$ cat src/rtl/rambus_pkg.sv
// Shared types and constants for the rambus arbiter in front of OpenRAM port B.
package rambus_pkg;

    localparam int RAMBUS_ADDR_W = 10;
    localparam int RAMBUS_DATA_W = 32;
    localparam int RAMBUS_SEL_W  = 4;
    localparam int WDOG_W        = 8;

    typedef enum logic {
        ARB_IDLE,
        ARB_GRANT
    } arb_state_e;

endpackage

$ cat src/rtl/rr_pick.sv
// Combinational round-robin selector: first set request above the pointer, with wrap-around.
module rr_pick #(
    parameter int N  = 4,
    parameter int PW = (N > 1) ? $clog2(N) : 1
) (
    input  logic [N-1:0]  req_i,
    input  logic [PW-1:0] ptr_i,
    output logic [N-1:0]  gnt_o,
    output logic          valid_o
);

    logic [PW-1:0] idx;

    // NOTE: every signal written here gets a default first so no latch is inferred.
    always_comb begin
        gnt_o   = '0;
        valid_o = 1'b0;
        idx     = '0;
        for (int i = 1; i <= N; i++) begin
            idx = PW'((int'(ptr_i) + i) % N);
            if (!valid_o && req_i[idx]) begin
                gnt_o[idx] = 1'b1;
                valid_o    = 1'b1;
            end
        end
    end

endmodule

$ cat src/rtl/rambus_arbiter.sv
// Round-robin Wishbone arbiter sharing the OpenRAM port B between user-project masters,
// with a per-access watchdog so a silent slave cannot lock the RAM.
module rambus_arbiter
    import rambus_pkg::*;
#(
    parameter int NUM_MASTERS = 4,
    parameter int ADDR_WIDTH  = RAMBUS_ADDR_W,
    parameter int DATA_WIDTH  = RAMBUS_DATA_W,
    parameter int TIMEOUT     = 255
) (
    input  logic                              wb_clk_i,
    input  logic                              wb_rst_n_i,
    input  logic [NUM_MASTERS-1:0]            en_i,
    input  logic [NUM_MASTERS-1:0]            m_cyc_i,
    input  logic [NUM_MASTERS-1:0]            m_stb_i,
    input  logic [NUM_MASTERS-1:0]            m_we_i,
    input  logic [NUM_MASTERS*(DATA_WIDTH/8)-1:0] m_sel_i,
    input  logic [NUM_MASTERS*ADDR_WIDTH-1:0] m_adr_i,
    input  logic [NUM_MASTERS*DATA_WIDTH-1:0] m_dat_i,
    output logic [NUM_MASTERS-1:0]            m_ack_o,
    output logic [NUM_MASTERS-1:0]            m_err_o,
    output logic [DATA_WIDTH-1:0]             m_dat_o,
    output logic                              s_cyc_o,
    output logic                              s_stb_o,
    output logic                              s_we_o,
    output logic [DATA_WIDTH/8-1:0]           s_sel_o,
    output logic [ADDR_WIDTH-1:0]             s_adr_o,
    output logic [DATA_WIDTH-1:0]             s_dat_o,
    input  logic                              s_ack_i,
    input  logic [DATA_WIDTH-1:0]             s_dat_i,
    output logic [NUM_MASTERS-1:0]            grant_o
);

    localparam int SEL_W = DATA_WIDTH / 8;
    localparam int PW    = $clog2(NUM_MASTERS);

    arb_state_e             state_q, state_d;
    logic [NUM_MASTERS-1:0] grant_q, grant_d;
    logic [PW-1:0]          ptr_q, ptr_d;
    logic [WDOG_W-1:0]      wdog_q, wdog_d;

    logic [NUM_MASTERS-1:0] req;
    logic [NUM_MASTERS-1:0] pick_gnt;
    logic                   pick_valid;

    logic [PW-1:0]          grant_idx;
    logic                   cyc_g, stb_g, we_g;
    logic [SEL_W-1:0]       sel_g;
    logic [ADDR_WIDTH-1:0]  adr_g;
    logic [DATA_WIDTH-1:0]  dat_g;
    logic                   in_grant, stall, timeout;

    assign req = m_cyc_i & en_i;

    rr_pick #(
        .N  (NUM_MASTERS),
        .PW (PW)
    ) u_pick (
        .req_i   (req),
        .ptr_i   (ptr_q),
        .gnt_o   (pick_gnt),
        .valid_o (pick_valid)
    );

    // grant_q is all-zero outside GRANT, so this mux also yields idle-zero slave outputs.
    always_comb begin
        grant_idx = '0;
        cyc_g     = 1'b0;
        stb_g     = 1'b0;
        we_g      = 1'b0;
        sel_g     = '0;
        adr_g     = '0;
        dat_g     = '0;
        for (int k = 0; k < NUM_MASTERS; k++) begin
            if (grant_q[k]) begin
                grant_idx = PW'(k);
                cyc_g     = m_cyc_i[k];
                stb_g     = m_stb_i[k];
                we_g      = m_we_i[k];
                sel_g     = m_sel_i[k*SEL_W +: SEL_W];
                adr_g     = m_adr_i[k*ADDR_WIDTH +: ADDR_WIDTH];
                dat_g     = m_dat_i[k*DATA_WIDTH +: DATA_WIDTH];
            end
        end
    end

    // An ack in the final stalled cycle is not a stall, so the ack wins over the watchdog.
    assign in_grant = (state_q == ARB_GRANT);
    assign stall    = in_grant & stb_g & ~s_ack_i;
    assign timeout  = stall & (wdog_q == WDOG_W'(TIMEOUT - 1));

    always_comb begin
        state_d = state_q;
        grant_d = grant_q;
        ptr_d   = ptr_q;
        wdog_d  = '0;
        case (state_q)
            ARB_IDLE: begin
                if (pick_valid) begin
                    grant_d = pick_gnt;
                    state_d = ARB_GRANT;
                end
            end
            ARB_GRANT: begin
                if (!cyc_g || timeout) begin
                    state_d = ARB_IDLE;
                    grant_d = '0;
                    ptr_d   = grant_idx;
                end else if (stall) begin
                    wdog_d = wdog_q + 1'b1;
                end
            end
            default: begin
                state_d = ARB_IDLE;
                grant_d = '0;
            end
        endcase
    end

    // NOTE: sequential state uses non-blocking assignments so all registers update together.
    always_ff @(posedge wb_clk_i or negedge wb_rst_n_i) begin
        if (!wb_rst_n_i) begin
            state_q <= ARB_IDLE;
            grant_q <= '0;
            ptr_q   <= PW'(NUM_MASTERS - 1);
            wdog_q  <= '0;
        end else begin
            state_q <= state_d;
            grant_q <= grant_d;
            ptr_q   <= ptr_d;
            wdog_q  <= wdog_d;
        end
    end

    assign s_cyc_o = cyc_g & ~timeout;
    assign s_stb_o = stb_g & ~timeout;
    assign s_we_o  = we_g;
    assign s_sel_o = sel_g;
    assign s_adr_o = adr_g;
    assign s_dat_o = dat_g;
    assign m_ack_o = grant_q & {NUM_MASTERS{s_ack_i}};
    assign m_err_o = grant_q & {NUM_MASTERS{timeout}};
    assign m_dat_o = s_dat_i;
    assign grant_o = grant_q;

endmodule

$ cat config.mk
export PLATFORM = sky130hd
export DESIGN_NAME = rambus_arbiter
export DESIGN_NICKNAME = d
export VERILOG_FILES = /design/src/rtl/rambus_pkg.sv /design/src/rtl/rr_pick.sv /design/src/rtl/rambus_arbiter.sv
export SDC_FILE = /design/constraint.sdc
export NUM_CORES = 1
export LEC_CHECK = 0
export BUFFER_PORTS_ARGS = -buffer_cell sky130_fd_sc_hd__buf_2
export CAP_MARGIN = 40
export CORE_AREA = 2 2 127 129
export CTS_BUF_LIST = sky130_fd_sc_hd__clkbuf_2 sky130_fd_sc_hd__clkbuf_4 sky130_fd_sc_hd__clkbuf_8
export CTS_CLUSTER_DIAMETER = 50
export CTS_CLUSTER_SIZE = 12
export DETAILED_ROUTE_END_ITERATION = 16
export DIE_AREA = 0 0 129 131
export PLACE_DENSITY = 0.58
export SYNTH_ARGS = -nofsm -noshare
export SYNTH_HDL_FRONTEND = slang
export SYNTH_SLANG_ARGS = --single-unit
$ cat constraint.sdc
create_clock -name wb_clk_i -period 5.6 [get_ports wb_clk_i]
set_clock_uncertainty 0.1 [all_clocks]
set_input_delay 0.56 -clock wb_clk_i [delete_from_list [all_inputs] [get_ports wb_clk_i]]
set_output_delay 0.56 -clock wb_clk_i [all_outputs]
set_load 0.05 [all_outputs]
Yosys cells after proc, flatten, opt, wreduce, memory -nomap -nowiden:

Index checks and enable logic that the tools add are counted.

* add/sub/neg operators: 5
* mux-type cells: 60
* equality and inequality tests: 3
* reductions and logical operators: 14
* magnitude comparators: 8
* bitwise gates (word level): 14

Operator list (number)
* 32-bit two-way mux: 4
* 10-bit two-way mux: 4
* 4-bit two-way mux: 10
* 1-bit two-way mux: 27
* 8-bit two-way mux: 3
* 4-bit bitwise AND: 3
* 2-bit by 3-bit < comparator with 1-bit output (second input constant): 4
* 4-bit OR: 3
* 8-bit by 1-bit adder with 8-bit output (second input constant): 1
* 1-bit binary-select mux with 2-bit select: 4
* 1-bit demux with 2-bit select: 4
* 8-bit equality test (second input constant): 1
* 2-bit by 1-bit >= comparator with 1-bit output (second input constant): 4
* 4-bit case mux with 2 select lines: 1
* 1-bit logical AND: 7
* 1-bit bitwise AND: 5
* 2-bit by 1-bit adder with 2-bit output (second input constant): 2
* 2-bit adder (second input constant): 2
* 1-bit logical NOT: 4
* 2-bit two-way mux: 2
* 2-bit AND reduction: 2
* 1-bit NOT: 3
* 2-bit by 1-bit inequality test with 1-bit output (second input constant): 1
* 2-bit inequality test (second input constant): 1
* other kinds (2): 2

* output and inout port bits: 93
* flip-flop bits (word level): 15

Longest topological paths before layout:

Gate-level depths: netlist of run 1.

* depth after elaboration: 15
* gate-level depth with buffers: 8
* gate-level depth less buffers: 7

By module:

Synthesis of run 1 repeated with hierarchy kept, for this count alone.

* cell total of the unflattened synthesis: 337
* area, all modules: 2591.2 um^2

Modules (own cells, without submodules)
* rambus_arbiter: cells each 289, times used 1, area each 2175.8 um^2, seq. area each 377.9 um^2
* rr_pick: cells each 48, times used 1, area each 415.4 um^2, seq. area each 0.0 um^2

Worst setup path before layout of run 1:

Ideal clock, no wire load.

* path type: reg-to-output
* from: register grant_q[2] (netlist: grant_o[2])
* to: output s_sel_o[2]
* setup slack: 2.489 ns
* stages on the path, launching flop included: 6
* buffers on the path: 2
* arrival: 2.451 ns
* path through: dfrtp_1 buf_2 nor2b_1 clkbuf_1 a22oi_1 o21ai_0

* word-level cells in the longest chain between the ends: 2

Ends and longest elaborated chain
* from (decl): RTL line rambus_arbiter.sv:38 `logic [NUM_MASTERS-1:0] grant_q, grant_d;`
* from (signal assigned): RTL line rambus_arbiter.sv:129 `grant_q <= grant_d;`
* 4-bit two-way mux (2 in a row): RTL line rambus_arbiter.sv:75 `if (grant_q[k]) begin`
* to (decl): RTL line rambus_arbiter.sv:26 `output logic [DATA_WIDTH/8-1:0] s_sel_o,`

No other way between the ends.

Final worst setup path of run 1:

* from: register grant_q[2] (netlist: grant_o[2])
* to: output s_dat_o[31]

* word-level cells in the longest chain between the ends: 2

Ends and longest elaborated chain
* 32-bit two-way mux (2 in a row): RTL line rambus_arbiter.sv:75
* to (decl): RTL line rambus_arbiter.sv:28 `output logic [DATA_WIDTH-1:0] s_dat_o,`

No other way between the ends.

==> results of run 1 <==
## logic make-up (layout without fill, tap and decap cells)
| kind of cell | after synthesis | in the layout | share of synthesized area |
|---|---|---|---|
| AO/OA/AOI/OAI | 168 | 168 | 0.460 |
| AND/OR/NAND/NOR | 66 | 66 | 0.140 |
| buffers and inverters | 65 | 276 | 0.145 |
| flip-flops | 15 | 15 | 0.148 |
| adder cells (fa/ha/maj) | 10 | 10 | 0.0490 |
| multiplexers | 7 | 7 | 0.0373 |
| XOR/XNOR | 6 | 6 | 0.0206 |
| other | 0 | 1 | 0 |
## critical path, stage by stage (launching register included)
cell and delay [ps]:
dfrtp_2 630, buf_12 280, nor2b_4 500, buf_12 250, a22oi_1 140, o21ai_0 220, buf_2 300
## state kept, by name, indices dropped and copies added (netlist names)
| name | count |
|---|---|
| in_grant | 1 |
| ptr_q | 2 |
| wdog_q | 8 |
| grant_o | 4 |
## power by group
part	switching [µW]	internal (µW)	total [µW]
registers	96.3	139	235
clock network	38.0	55.2	93.2
logic	1330	491	1820
## per-layer routing
metal | track usage | share of wire | up-vias
li1 | - | - | 1699
met3 | 0.0794 | 0.14 | 8
met5 | 0 | 0.00093 | -
met2 | 0.207 | 0.42 | 210
met1 | 0.196 | 0.43 | 1649
met4 | 0.0166 | 0.0042 | 2
## final cells by class
class                   instances  area [µm²]  area share
multi-input cells             257        1820       0.462
repair buffers                268        1400       0.355
flip-flops and latches         15         383      0.0972
well taps                     216         270      0.0686
clock buffers                   4        48.8      0.0124
inverters                       4        15.0     0.00381
diodes                          1        2.50    0.000636
## cell usage after synthesis, types with 2 or more instances
cell	n	area share
nor2_1	19	0.028
nor3_1	3	0.0059
a22oi_1	95	0.28
nand3_1	9	0.018
a221o_1	4	0.016
and2_1	11	0.027
buf_4	32	0.094
nand2_1	8	0.012
mux4_2	2	0.018
buf_1	4	0.0059
xnor2_1	3	0.010
nand4_1	3	0.0074
mux2i_1	5	0.020
inv_1	3	0.0044
xor2_1	3	0.010
ha_1	10	0.049
buf_2	5	0.0098
o21a_1	2	0.0059
o21ai_0	8	0.016
and3_1	3	0.0074
a221oi_2	4	0.024
nand2b_1	2	0.0049
a21o_1	4	0.012
a21oi_1	4	0.0078
a211oi_1	4	0.012
o21ai_1	39	0.077
clkbuf_1	20	0.029
dfstp_2	2	0.021
dfrtp_1	13	0.13
## per-stage QoR
| step | power [µW] | setup WS [ps] | utilization |
|---|---|---|---|
| after floorplan | 1600 | 2490 | - |
| after global placement | 2040 | 1860 | 0.245 |
| after detailed placement | 2070 | 2510 | 0.249 |
| after CTS | 2170 | 2230 | 0.252 |
| after global routing | 2310 | 2140 | 0.252 |
| final | 2150 | 2340 | 0.252 |
## path summary, 6_finish.rpt
| kind | startpoint | to | slack, ps | cells past startpoint |
|---|---|---|---|---|
| max | grant_o[2] | s_dat_o[31] | 2340 | 6 |
| min | wb_rst_n_i | wdog_q[2] | 110 | 1 |
| max reg2reg | ptr_q[0] | grant_o[1] | 2830 | 6 |
| min reg2reg | wdog_q[0] | wdog_q[0] | 390 | 1 |
| max in group asynchronous | wb_rst_n_i | ptr_q[0] | 4980 | 1 |
| min in group wb_clk_i | wdog_q[0] | wdog_q[0] | 390 | 1 |
==> results.cfg, run 1 <==
[status]
outcome = complete, no violations

[clock_network]
cts_tree = built
insertion_delay_ps = 240
clk_pin_slew_ps = 60
root_buffer = clkbuf_8
postCtsHoldBufs = 0
numCtsBuffers = 3
htreeDepth = 1
clockBufferDepth = 2
ctsResizeCount = 0
cts.sinks = 15
cts_setup_buffers = 0

[sta]
maxSlewHeadroom = 0.499
rsz0062_at_grt = no
period_minus_slack_ps = 3260
worstMarginPinSlew_ps = 746
slew_viol_final = 0
timing.fmax_ghz = 0.307
timing.final.crit_share = 0.582
whs_ps = 115
tns_ps = 0
hold_viol = 0
finalSetupViolCount = 0

[routing]
routed_wl_um = 14000
dr.pass1.iters = 4
wl_per_cell_um = 18.4
drc = 0
vias = 3568
vias_per_cell = 4.66
drt_iter0_markers = 264
ant_nets = 0

[cells_and_area]
final_cells = 765
mostFrequentLayoutCells = buf_2 (263), a22oi_1 (95), o21ai_1 (39), nor2_1 (19)
finalNetCount = 794
drive_above_1_share = 0.527
finish.instance_area_mm2 = 0.00394
final_common_cell = buf_2
fillers = 1746
areaGrowthSynthToFinish_pct = 54.3

[run]
cap_violations = 0

[power]
cellLeakagePower_uw = 0.00189
peakVddDrop_mv = 0.188
cellPowerDensity_mw_per_mm2 = 545

[logic_synthesis]
synthFlopType = dfrtp_1
synth_area_mm2 = 0.00255
postSynthAreaPerCell_um2 = 7.57
synth-async-reset-ratio = 1.00
yosysWarnings = 0
synth_cell_types = 42
synth_seq_cells = 15
ys_seq_area_frac = 0.148
synth_nets = 582
netlist_instances = 337
synth-edff-count = 0

[place]
port_buffers = 263
place_congestion = 0.796
placed_area_mm2 = 0.00389
dp_hpwl_um = 11600
dp_cells = 760

[global_route]
grt_pass1_vias = 3011
grt.total_usage = 0.145
grt_pass1_wl_um = 18400
overflow = 0
antenna_found_initial = 2
grt_max_degree = 67

[die]
dieWidth_um = 129
row_count = 46
pin_count = 328
die_y_um = 131
start_util = 0.164
core_mm2 = 0.0156
die-area_mm2 = 0.0169

[critical_path]
worstPathArrival_ps = 2600
cp_data_required_time_ps = 4940
critPathMaxFanout = 29
startpoint_type = register
crit_type = register to output port
cp-end-kind = output port

[min_path]
hold_path.class = input port to asynchronous set/reset pin
Power figures use the tool's default switching activity.
==> inputs of run 2 (changes only) <==
--- a/config.mk
+++ b/config.mk
@@ -7,13 +7,13 @@
 export LEC_CHECK = 0
 export BUFFER_PORTS_ARGS = -buffer_cell sky130_fd_sc_hd__buf_2
 export CAP_MARGIN = 40
-export CORE_AREA = 2 2 127 129
+export CORE_AREA = 2 2 129 131
 export CTS_BUF_LIST = sky130_fd_sc_hd__clkbuf_2 sky130_fd_sc_hd__clkbuf_4 sky130_fd_sc_hd__clkbuf_8
 export CTS_CLUSTER_DIAMETER = 50
 export CTS_CLUSTER_SIZE = 12
 export DETAILED_ROUTE_END_ITERATION = 16
-export DIE_AREA = 0 0 129 131
-export PLACE_DENSITY = 0.58
+export DIE_AREA = 0 0 131 133
+export PLACE_DENSITY = 0.57
 export SYNTH_ARGS = -nofsm -noshare
 export SYNTH_HDL_FRONTEND = slang
 export SYNTH_SLANG_ARGS = --single-unit
==> constraint.sdc (replaced) <==
create_clock -name wb_clk_i -period 3.3 [get_ports wb_clk_i]
set_clock_uncertainty 0.1 [all_clocks]
set_input_delay 0.33 -clock wb_clk_i [delete_from_list [all_inputs] [get_ports wb_clk_i]]
set_output_delay 0.33 -clock wb_clk_i [all_outputs]
set_load 0.05 [all_outputs]
==> run 2 against run 1 <==
Clock power rose by 68%. Count of clock-buffer cells in the layout is 1 lower. Sequential power rose by 55%. Worst hold slack better by 270 ps. Core utilization decreased by 0.93 points. Largest cell class unchanged. Final cell count rose by 1.3%.
==> results.cfg, run 2 (synthesized netlist as in run 1, its figures left out) <==
[routing]
routed_wl_um = 13700
ant_nets = 0
drc = 0
dr.pass1.iters = 4
vias = 3548
wl_per_cell_um = 17.7
drt_iter0_markers = 224
vias_per_cell = 4.58

[clock_network]
cts_setup_buffers = 0
cts_tree = built
insertion_delay_ps = 260
htreeDepth = 1
root_buffer = clkbuf_8
numCtsBuffers = 3
cts.sinks = 15
clockBufferDepth = 2
clk_pin_slew_ps = 70

[critical_path]
worstPathArrival_ps = 2720
crit_type = register to register
reg2regPathDepth = 6
reg2reg_to = grant_o[0]
rrSetupSlack_ps = 610
cp_data_required_time_ps = 3330
critPathMaxFanout = 9
reg2reg_from = ptr_q[0]
startpoint_type = register
cp-end-kind = register

[sta]
period_minus_slack_ps = 2690
timing.final.crit_share = 0.815
timing.fmax_ghz = 0.372
tns_ps = 0
whs_ps = 387
worstMarginPinSlew_ps = 643
slew_viol_final = 0
hold_viol = 0
finalSetupViolCount = 0
rsz0062_at_grt = no
maxSlewHeadroom = 0.568

[cells_and_area]
drive_above_1_share = 0.529
final_common_cell = buf_2
areaGrowthSynthToFinish_pct = 54.1
fillers = 1809
finish.instance_area_mm2 = 0.00393
mostFrequentLayoutCells = buf_2 (263), a22oi_1 (95), o21ai_1 (39), nor2_1 (19)
finalNetCount = 798
regMostFlops = wdog_q
largest_reg_flops = 8

[global_route]
overflow = 0
antenna_found_initial = 3
grt_max_degree = 39
grt_pass1_vias = 3204
grt_pass1_wl_um = 18700
grt.total_usage = 0.140

[place]
port_buffers = 263
dp_hpwl_um = 11300
placed_area_mm2 = 0.00387
place_congestion = 0.861

[power]
cellLeakagePower_uw = 0.00190
peakVddDrop_mv = 0.347
p_total_uw = 3640
cellPowerDensity_mw_per_mm2 = 927

[die]
die-area_mm2 = 0.0174
pin_count = 328
start_util = 0.158
row_count = 47
dieWidth_um = 131
die_y_um = 133
core_mm2 = 0.0162

[min_path]
hold_end = wdog_q[0]
hp-start = wdog_q[0]
min_path_cells = 1
hold_path.class = register to register

[run]
cap_violations = 0

[status]
outcome = complete, no violations
run 2: worst max path at each step:
stage	start	to	slack, ps
after floorplan	grant_o[2]	wdog_q[2]	220
after global placement	ptr_q[0]	grant_o[0]	660
after detailed placement	ptr_q[0]	grant_o[0]	630
after CTS	grant_o[3]	s_sel_o[3]	580
after global routing	grant_o[3]	s_adr_o[1]	460
final	ptr_q[0]	grant_o[0]	610
run 2: final cells by class:
class | count | area, µm² | area share
Timing Repair Buffer | 272 | 1390 | 0.353
Antenna cell | 3 | 7.51 | 0.00191
Sequential cell | 15 | 383 | 0.0974
Clock buffer | 3 | 41.3 | 0.0105
Multi-Input combinational cell | 257 | 1820 | 0.463
Clock inverter | 1 | 5.00 | 0.00127
Inverter | 4 | 15.0 | 0.00382
Tap cell | 220 | 275 | 0.0700
run 2: stage by stage:
step                cells  utilization  setup slack (ps)
global placement      767        0.239               663
detailed placement    767        0.239               625
global route          775        0.243               459
floorplan             337            -               224
CTS                   772        0.243               576
finish                775        0.243               610
run 2: critical path, stage by stage (launching register included):
cell and delay, ps:
dfstp_2 620, inv_1 170, ha_1 400, mux4_2 600
a221o_1 390, a221oi_2 180, a211oi_1 100
run 2: repair_timing:
item | CTS | global route
endpoints found under the hold margin | 13 | 0
hold buffers | 1 | 0
gates resized for setup | 0 | 0
run 2: power breakdown:
part | internal [µW] | leakage, µW | switching (µW)
clock network | 83.9 | 0.0000255 | 73.5
logic | 812 | 0.00168 | 2310
registers | 236 | 0.000194 | 128
run 2: layer usage:
metal  part of all wire  track usage  wire length, µm  up-vias
li1                   -            -                -     1712
met1               0.39        0.170             5380     1610
met2               0.43        0.210             5850      217
met3               0.17       0.0877             2370        9
met4              0.011       0.0319              155        0
met5                  0            0                0        -
==> inputs of run 3 (changes only) <==
--- a/config.mk
+++ b/config.mk
@@ -7,13 +7,13 @@
 export LEC_CHECK = 0
 export BUFFER_PORTS_ARGS = -buffer_cell sky130_fd_sc_hd__buf_2
 export CAP_MARGIN = 40
-export CORE_AREA = 2 2 129 131
+export CORE_AREA = 2 2 127 129
 export CTS_BUF_LIST = sky130_fd_sc_hd__clkbuf_2 sky130_fd_sc_hd__clkbuf_4 sky130_fd_sc_hd__clkbuf_8
 export CTS_CLUSTER_DIAMETER = 50
 export CTS_CLUSTER_SIZE = 12
 export DETAILED_ROUTE_END_ITERATION = 16
-export DIE_AREA = 0 0 131 133
-export PLACE_DENSITY = 0.57
+export DIE_AREA = 0 0 129 131
+export PLACE_DENSITY = 0.6
 export SYNTH_ARGS = -nofsm -noshare
 export SYNTH_HDL_FRONTEND = slang
 export SYNTH_SLANG_ARGS = --single-unit
==> constraint.sdc (replaced) <==
create_clock -name wb_clk_i -period 2.4 [get_ports wb_clk_i]
set_clock_uncertainty 0.1 [all_clocks]
set_input_delay 0.24 -clock wb_clk_i [delete_from_list [all_inputs] [get_ports wb_clk_i]]
set_output_delay 0.24 -clock wb_clk_i [all_outputs]
set_load 0.05 [all_outputs]
==> run 3 against run 2 <==
Combinational power up 68%. Core utilization is 5.1 points higher. Via count up 0.65%. Critical path depth did not move. Worst hold slack got worse by 70 ps. Total power grew 61%. Final cell count rose by 0.26%. Wire length shrank 12%. Non-clock buffer count rose by 9. Count of clock-buffer cells in the layout unchanged. Sequential power rose by 18%.
==> results.cfg, run 3 (synthesized netlist as in run 1, its figures left out) <==
[sta]
whs_ps = 317
timing.final.crit_share = 0.971
timing.fmax_ghz = 0.429
worstMarginPinSlew_ps = 615
slew_viol_final = 0
period_minus_slack_ps = 2330
hold_viol = 0
maxSlewHeadroom = 0.590
tns_ps = 0
finalSetupViolCount = 0

[power]
cellPowerDensity_mw_per_mm2 = 1280
cellLeakagePower_uw = 0.00210
peakVddDrop_mv = 0.534

[cells_and_area]
drive_above_1_share = 0.626
regArea_um2 = 385
mostFrequentLayoutCells = buf_2 (250), a22oi_1 (95), o21ai_4 (30), nor2_1 (19), buf_4 (16)
final_common_cell = buf_2
fillers = 1674
insertedDiodeCount = 0
areaGrowthSynthToFinish_pct = 79.5
multi_input_area_mm2 = 0.00226
finalNetCount = 807
regMostFlops = wdog_q
largest_reg_flops = 8
final_util = 0.294

[run]
cap_violations = 0

[routing]
drt_iter0_markers = 182
vias = 3571
routed_wl_um = 12000
ant_nets = 0
wl_per_cell_um = 15.5
dr.pass1.iters = 4
drc = 0
vias_per_cell = 4.60

[critical_path]
critical_path.slowest_cell = mux4_2
crit_buf_inv = 1
crit_type = register to register
path_delay_family = compound AO/OA/AOI/OAI gates
worstPathArrival_ps = 2350
worstPathCellList = inv_1 -> ha_4 -> mux4_2 -> a221o_1 -> a221oi_2 -> a211oi_1
worst_path_largest_cell_delay_ps = 560
cp_data_required_time_ps = 2420
startpoint_type = register
cp-end-kind = register
critPathMaxFanout = 5

[die]
die_y_um = 131
start_util = 0.164
dieWidth_um = 129
row_count = 46
pin_count = 328
core_mm2 = 0.0156
die-area_mm2 = 0.0169

[clock_network]
clk_pin_slew_ps = 60
root_buffer = clkbuf_8
cts.sinks = 15
insertion_delay_ps = 250
numCtsBuffers = 3
clockBufferDepth = 2
cts_tree = built
htreeDepth = 1

[place]
place_congestion = 0.848
dp_hpwl_um = 9480
port_buffers = 263

[global_route]
antenna_found_initial = 0
grt.total_usage = 0.120
grt_pass1_wl_um = 16100
grt_pass1_vias = 3061
grt_max_degree = 59
overflow = 0

[status]
outcome = complete, no violations

[min_path]
hold_path.class = input port to asynchronous set/reset pin
[run 3: path summary, 6_finish.rpt]
kind | from | end | slack [ps] | cells after the start
max | ptr_q[0] | grant_o[1] | 70 | 6
min | wb_rst_n_i | wdog_q[5] | 320 | 2
max reg2reg | ptr_q[0] | grant_o[1] | 70 | 6
min reg2reg | wdog_q[0] | wdog_q[0] | 380 | 1
max in group asynchronous | wb_rst_n_i | ptr_q[1] | 1590 | 2
min in group wb_clk_i | en_i[0] | in_grant | 320 | 3
[run 3: per-stage QoR]
step	instances	area (µm²)	total power, µW	worst slack [ps]
global placement	768	4430	5540	87.3
CTS	773	4500	5800	2.50
floorplan	337	2980	4340	-235
finish	777	4580	5870	70.6
global route	777	4580	6210	-5.04
detailed placement	768	4430	5540	40.9
[run 3: final cells by class]
type / count / share of cell area
Clock inverter: 1 / 0.00109
Timing Repair Buffer: 281 / 0.351
Sequential cell: 15 / 0.0841
Clock buffer: 3 / 0.00901
Multi-Input combinational cell: 257 / 0.492
Tap cell: 216 / 0.0590
Inverter: 4 / 0.00328
[run 3: timing repair]
item,CTS,global route
hold buffers,1,0
endpoints found under the hold margin,13,0
cloned,0,1
resized for setup,6,9
setup buffers,0,3
pin swaps,1,3
endpoints found under the setup margin,5,42
[run 3: power by group]
part | leakage [µW] | internal, µW | switching [µW] | total, µW
logic | 0.00188 | 1680 | 3540 | 5230
clock network | 0.0000255 | 115 | 92.2 | 207
registers | 0.000191 | 327 | 104 | 431
[run 3: per-layer routing]
layer | vias up | GRT usage | wire length [µm]
met2 | 159 | 0.206 | 6070
met1 | 1668 | 0.156 | 4820
met3 | 14 | 0.0244 | 1010
li1 | 1730 | - | -
met5 | - | 0 | 0
met4 | 0 | 0.0275 | 140
